--- config.mk ---
export PLATFORM = sky130hd
export DESIGN_NAME = disp_mux_drv_flat
export DESIGN_NICKNAME = d
export VERILOG_FILES = /design/src/rtl/disp_mux_drv_if.sv /design/src/rtl/disp_mux_drv.sv /design/src/flat_wrapper.sv
export SDC_FILE = /design/constraint.sdc
export NUM_CORES = 1
export LEC_CHECK = 0
export ABC_AREA = 0
export ABC_CLOCK_PERIOD_IN_PS = 3650
export CORE_ASPECT_RATIO = 0.5
export CORE_MARGIN = 1
export CORE_UTILIZATION = 35
export DETAILED_ROUTE_END_ITERATION = 6
export PLACE_DENSITY = 0.62
export SETUP_SLACK_MARGIN = 0.3
export SLEW_MARGIN = 15
export SYNTH_ARGS = -nofsm -noshare
export SYNTH_HDL_FRONTEND = slang
export SYNTH_SLANG_ARGS = --single-unit
export TNS_END_PERCENT = 20
--- constraint.sdc ---
create_clock -name clock -period 3.65 [get_ports clock]
set_input_delay 1.095 -clock clock [delete_from_list [all_inputs] [get_ports clock]]
set_output_delay 1.095 -clock clock [all_outputs]
set_load 0.02 [all_outputs]
--- src/rtl/disp_mux_drv_if.sv ---
// Display scanner bus: formatted digit data and enables in, segment/select pin drive out.
// The scanner uses the slave modport; the value-formatting side uses master.
interface disp_mux_drv_if #(
  parameter int NUM_DIGITS = 4,
  parameter int SEG_WIDTH  = 8,
  parameter int BRIGHT_W   = 4
);
  logic [NUM_DIGITS*SEG_WIDTH-1:0] seg_in;
  logic [NUM_DIGITS-1:0]           dig_en;
  logic [BRIGHT_W-1:0]             brightness;
  logic [SEG_WIDTH-1:0]            dig_val;
  logic [NUM_DIGITS-1:0]           dig_sel;
  logic                            frame_tick;

  modport master (
    output seg_in, dig_en, brightness,
    input  dig_val, dig_sel, frame_tick
  );

  modport slave (
    input  seg_in, dig_en, brightness,
    output dig_val, dig_sel, frame_tick
  );
endinterface

--- src/rtl/disp_mux_drv.sv ---
// Round-robin multi-digit display scanner with per-slot blanking gap and PWM on-time.
// Latency: select asserts BLANK_CYCLES+1 cycles after slot start; no backpressure, outputs free-run.
module disp_mux_drv #(
  parameter int NUM_DIGITS     = 4,
  parameter int SEG_WIDTH      = 8,
  parameter int REFRESH_DIV    = 100000,
  parameter int BLANK_CYCLES   = 1000,
  parameter int BRIGHT_W       = 4,
  parameter bit SEL_ACTIVE_LOW = 1'b0,
  parameter bit SEG_ACTIVE_LOW = 1'b0
) (
  input  logic           clock,
  input  logic           reset_n,
  disp_mux_drv_if.slave  bus
);

  localparam int CW = $clog2(REFRESH_DIV);
  localparam int IW = (NUM_DIGITS > 1) ? $clog2(NUM_DIGITS) : 1;
  localparam int PW = CW + BRIGHT_W + 1;
  localparam logic [CW-1:0] LAST = CW'(REFRESH_DIV - 1);

  typedef enum logic [1:0] {ST_IDLE, ST_BLANK, ST_ON, ST_OFF} state_t;

  state_t                r_state;
  logic [CW-1:0]         r_slot_cnt;
  logic [IW-1:0]         r_idx;
  logic [SEG_WIDTH-1:0]  r_seg;
  logic [PW-1:0]         r_on_len;
  logic [NUM_DIGITS-1:0] r_sel;
  logic [SEG_WIDTH-1:0]  r_val;
  logic                  r_tick;

  logic [PW-1:0]         w_prod;
  logic [PW-1:0]         w_shift;
  logic [PW-1:0]         w_on_len;
  logic [CW-1:0]         w_cnt_inc;
  logic                  w_has_up;
  logic [IW-1:0]         w_up_idx;
  logic [IW-1:0]         w_low_idx;
  logic [IW-1:0]         w_start_idx;
  logic [SEG_WIDTH-1:0]  w_start_seg;
  state_t                w_phase;
  state_t                w_start_state;

  // Full-width product so the top brightness code yields exactly REFRESH_DIV-BLANK_CYCLES.
  assign w_prod   = PW'(REFRESH_DIV - BLANK_CYCLES) * (PW'(bus.brightness) + PW'(1));
  assign w_shift  = w_prod >> BRIGHT_W;
  assign w_on_len = (w_shift == '0) ? PW'(1) : w_shift;

  assign w_cnt_inc     = r_slot_cnt + CW'(1);
  assign w_start_state = (BLANK_CYCLES == 0) ? ST_ON : ST_BLANK;

  always_comb begin
    w_has_up  = 1'b0;
    w_up_idx  = '0;
    w_low_idx = '0;
    for (int k = NUM_DIGITS - 1; k >= 0; k--) begin
      if (bus.dig_en[k]) begin
        w_low_idx = IW'(k);
        if (IW'(k) > r_idx) begin
          w_has_up = 1'b1;
          w_up_idx = IW'(k);
        end
      end
    end
  end

  assign w_start_idx = (r_state == ST_IDLE || !w_has_up) ? w_low_idx : w_up_idx;
  assign w_start_seg = bus.seg_in[w_start_idx*SEG_WIDTH +: SEG_WIDTH];

  always_comb begin
    w_phase = ST_OFF;
    if (PW'(w_cnt_inc) < PW'(BLANK_CYCLES))
      w_phase = ST_BLANK;
    else if (PW'(w_cnt_inc) < PW'(BLANK_CYCLES) + r_on_len)
      w_phase = ST_ON;
  end

  always_ff @(posedge clock or negedge reset_n) begin
    if (!reset_n) begin
      r_state    <= ST_IDLE;
      r_slot_cnt <= '0;
      r_idx      <= '0;
      r_seg      <= '0;
      r_on_len   <= '0;
      r_sel      <= '0;
      r_val      <= '0;
      r_tick     <= 1'b0;
    end else begin
      // Pin drive lags the phase state by one cycle.
      r_sel  <= (r_state == ST_ON) ? (NUM_DIGITS'(1) << r_idx) : '0;
      r_val  <= (r_state == ST_IDLE) ? '0 : r_seg;
      r_tick <= 1'b0;
      if (r_state == ST_IDLE || r_slot_cnt == LAST) begin
        r_slot_cnt <= '0;
        if (bus.dig_en == '0) begin
          r_state <= ST_IDLE;
        end else begin
          r_state  <= w_start_state;
          r_idx    <= w_start_idx;
          r_seg    <= w_start_seg;
          r_on_len <= w_on_len;
          r_tick   <= (r_state == ST_IDLE) || !w_has_up;
        end
      end else begin
        r_slot_cnt <= w_cnt_inc;
        r_state    <= w_phase;
      end
    end
  end

  assign bus.dig_sel    = r_sel ^ {NUM_DIGITS{SEL_ACTIVE_LOW}};
  assign bus.dig_val    = r_val ^ {SEG_WIDTH{SEG_ACTIVE_LOW}};
  assign bus.frame_tick = r_tick;

endmodule

--- src/flat_wrapper.sv ---
// flat-port wrapper written by rule: the top's interface ports become plain ports
module disp_mux_drv_flat 
#(
  parameter int NUM_DIGITS     = 4,
  parameter int SEG_WIDTH      = 8,
  parameter int REFRESH_DIV    = 100000,
  parameter int BLANK_CYCLES   = 1000,
  parameter int BRIGHT_W       = 4,
  parameter bit SEL_ACTIVE_LOW = 1'b0,
  parameter bit SEG_ACTIVE_LOW = 1'b0
)
  (clock, reset_n, bus_seg_in, bus_dig_en, bus_brightness, bus_dig_val, bus_dig_sel, bus_frame_tick);
  disp_mux_drv_if #(.NUM_DIGITS(NUM_DIGITS), .SEG_WIDTH(SEG_WIDTH), .BRIGHT_W(BRIGHT_W)) bus_i ();
  input  logic clock;
  input  logic reset_n;
  input wire logic [$bits(bus_i.seg_in)-1:0] bus_seg_in;
  input wire logic [$bits(bus_i.dig_en)-1:0] bus_dig_en;
  input wire logic [$bits(bus_i.brightness)-1:0] bus_brightness;
  output wire logic [$bits(bus_i.dig_val)-1:0] bus_dig_val;
  output wire logic [$bits(bus_i.dig_sel)-1:0] bus_dig_sel;
  output wire logic [$bits(bus_i.frame_tick)-1:0] bus_frame_tick;
  assign bus_i.seg_in = bus_seg_in;
  assign bus_i.dig_en = bus_dig_en;
  assign bus_i.brightness = bus_brightness;
  assign bus_dig_val = bus_i.dig_val;
  assign bus_dig_sel = bus_i.dig_sel;
  assign bus_frame_tick = bus_i.frame_tick;
  disp_mux_drv #(.NUM_DIGITS(NUM_DIGITS), .SEG_WIDTH(SEG_WIDTH), .REFRESH_DIV(REFRESH_DIV), .BLANK_CYCLES(BLANK_CYCLES), .BRIGHT_W(BRIGHT_W), .SEL_ACTIVE_LOW(SEL_ACTIVE_LOW), .SEG_ACTIVE_LOW(SEG_ACTIVE_LOW)) u_core (.clock(clock), .reset_n(reset_n), .bus(bus_i));
endmodule
==> results.cfg <==
[critical_path]
worstSetupPathType = in -> reg
crit_fanout = 4
startpoint_type = input pin
critPathTopFamily = adder cells
crit_buf_inv = 6
path_cells = buf_8, buf_4, nand3_4, xnor2_4, buf_4, ha_1, inv_1, fa_2, fa_1, inv_2, ha_4, buf_6, o21ai_2, nand2b_1, a41o_4, a311o_1, xor2_2, and4b_1, a31o_1
crit_path_frequent_cell = buf_4
endpoint_kind = flip-flop
r2r-end = u_core.r_state[0]$_DFF_PN0_
required_ns = 3.87
critPathSlowestCell = fa_1
reg2reg_depth = 12
r2r_slack_ns = 0.45
r2r_start = u_core.r_on_len[6]$_DFFE_PN0P_
cp.arrival_ns = 4.70
cp_slowest_stage_delay_ns = 0.52

[sta]
rsz0062_at_grt = yes
fin_hold_ws_ns = 0.467
layout_min_cycle_time_ns = 4.49
max_slew_margin_pct = 28.9
fin_ws_ns = -0.839
fin_crit_sh_pct = 123
finClkSkew_ns = 0.00515
drv_slew = 0
tns_ns = -7.12
setup_violations = 14
max_freq_mhz = 223
worst_pin_slew_ns = 1.07
final_hold_viol_count = 0

[yosys]
synth_compound_area_share_pct = 10.7
synthSimpleGateAreaFrac_pct = 19.1
ys_seq_area_share_pct = 34.1
synthArstFlopShare_pct = 100
yosys_warnings = 0
synth_cell_types = 53
synth-xor-area-share_pct = 8.96
synth-adder-area-share_pct = 16.1
synth_edf_count = 0
ys_ff_latch = 60
synthMuxAreaShare_pct = 6.94
ys.flop_type = dfrtp_1
netlist_instances = 462
synth_top_family_by_area = simple AND/OR/NAND/NOR gates
syn_area_um2 = 4400
synth_fp_nets = 557
syn_avg_cell_area_um2 = 9.52

[min_path]
hold_path.class = reg -> reg
whs_endpoint = u_core.r_seg[0]$_DFFE_PN0P_
holdPathStages = 2
hp-start = u_core.r_seg[0]$_DFFE_PN0P_

[final_layout]
layout-area-overhead-vs-synth_pct = 42.3
antennaDiodeCount = 0
layout_commonest_cell = buf_4
final_cell_mix = 70 x buf_4, 60 x dfrtp_1, 50 x nand2_1, 49 x clkdlybuf4s50_1, 39 x ha_1
final_core_utilization_pct = 52.1
drive_gt1_share_pct = 25.8
nFillCells = 1077
layout.nets = 686

[route]
wl_per_cell_um = 13.1
wl_met1_mm = 4.98
routed_wl_mm = 9.98
wl_met3_um = 282
antenna_left = 0
dr_total_vias = 3658
route.detailed.drc = 0
drtIter0Drc = 189
maxUsedRoutingLayer = met4
dr.pass1.iters = 4
via_per_inst = 4.81
wl_met2_mm = 4.65

[cts]
root_buffer = clkbuf_16
htree_levels = 3
clock_sinks = 60
cts_tree = built
cts.clk_slew.worst_paths_ns = 0.05
postCtsHoldBufs = 0
cts_inserted_buffers = 9
cts.path.max_buffers = 2
clk_latency_ns = 0.33

[grt]
grt_usage_pct = 16.4
grt_pass1_wl_mm = 16.8
grt_max_degree = 47
grt_pass1_vias = 3568
antenna_found_initial = 0
grt.overflow.total = 0

[power_and_ir_drop]
peakVddDrop_v = 0.000260
leakagePower_uw = 0.00301
p_per_area_nw_per_um2 = 372
finalPower_uw = 2320

[place]
gp_congestion = 0.783
place_hpwl_mm = 7.79
port-buffer-count = 54

[job]
cap_viol_max_count = 0

[floorplanning]
die_x_um = 161
start_util_pct = 36.6
die_area_um2 = 13000
die_h_um = 81.3
core_area_um2 = 12000
fp-row-count = 28
io_pins = 55

[status]
violations = negative setup slack
status = finished with violations
==> routing by layer <==
layer / up-vias / track usage [%]
li1: 1880 / -
met1: 1738 / 21.5
met2: 32 / 27.4
met3: 8 / 3.88
met4: 0 / 4.19
met5: - / 0
==> sequential cells by signal, indices dropped and copies added, names as in the netlist <==
name / cells
u_core.r_slot_cnt: 17
u_core.r_on_len: 18
u_core.r_seg: 8
u_core.r_state: 2
u_core.bus.dig_val: 8
u_core.bus.frame_tick: 1
u_core.bus.dig_sel: 4
u_core.r_idx: 2
==> power by group <==
group / internal, µW / leakage, µW / switching, µW
Clock: 562 / 0.000149 / 280
Sequential: 666 / 0.000814 / 0
Combinational: 457 / 0.00205 / 360
==> cell type report <==
type	instances	area (µm²)	share of cell area, %
Clock buffer	12	256	4.10
Clock inverter	4	47.5	0.760
Inverter	27	101	1.62
Multi-Input combinational cell	361	3000	47.9
Sequential cell	60	1500	24.0
Tap cell	165	206	3.30
Timing Repair Buffer	132	1150	18.3
==> Yosys cell counts, drive strengths merged, types with 4 or more instances <==
library cell   n  share of area, %
mux2          12               3.1
clkbuf         9              0.77
nand2b         4              0.57
a21oi         13               1.5
buf            5              0.97
o21ai         29               3.4
nand2         50               4.3
xor2          24               4.8
nor2b         22               3.1
inv           27               2.3
nand3          6              0.68
ha            47                13
xnor2         21               4.2
nor3          10               1.1
and3           8               1.1
nor2          30               2.6
mux2i         17               3.9
a21o           4              0.68
nand4         13               1.8
fa             6               2.7
dfrtp         60                34
and2           5              0.71
==> worst max-delay path by stage <==
stage,start,endpoint,depth (start not counted)
2_1_floorplan,bus_brightness[0],u_core.r_on_len[0]$_DFFE_PN0P_,17
3_3_place_gp,bus_brightness[0],u_core.r_on_len[0]$_DFFE_PN0P_,17
3_5_place_dp,bus_brightness[0],u_core.r_on_len[0]$_DFFE_PN0P_,17
4_1_cts,bus_brightness[0],u_core.r_on_len[0]$_DFFE_PN0P_,18
5_1_grt,bus_brightness[0],u_core.r_on_len[0]$_DFFE_PN0P_,18
6_report,bus_brightness[0],u_core.r_on_len[0]$_DFFE_PN0P_,19
==> worst register-to-register path: stages, from the launching register on <==
cell       delay, ns
dfrtp_1         0.43
or4_4           0.55
or3_4           0.37
nand2_1         0.10
xor2_1          0.17
ha_1            0.28
a21o_1          0.19
a21oi_1         0.15
nor2_1          0.07
a2111oi_2       0.30
a21oi_1         0.14
nor3_2          0.19
o221ai_1        0.14
==> per-stage QoR <==
step | instance area (µm²) | cells | setup slack [ns]
floorplan | 4480 | 462 | -0.982
global placement | 5640 | 734 | -1.77
detailed placement | 5640 | 734 | -1.87
CTS | 6210 | 759 | -0.911
global route | 6260 | 761 | -0.943
finish | 6260 | 761 | -0.839
==> cells by family after synthesis <==
group	after synthesis
AOI/OAI and AO/OA	70
xor gates and xnor gates	45
adders and majority gates	53
buffers and inverters	41
DFF	60
muxes	29
and+or+nand+nor	164
==> what timing repair did <==
action | CTS | global route
resized for setup | 65 | 8
pin swaps | 31 | 8
setup buffers | 9 | 2
endpoints found under the setup margin | 17 | 16
cloned | 0 | 0
No activity file was read; power rests on OpenSTA's default activity.
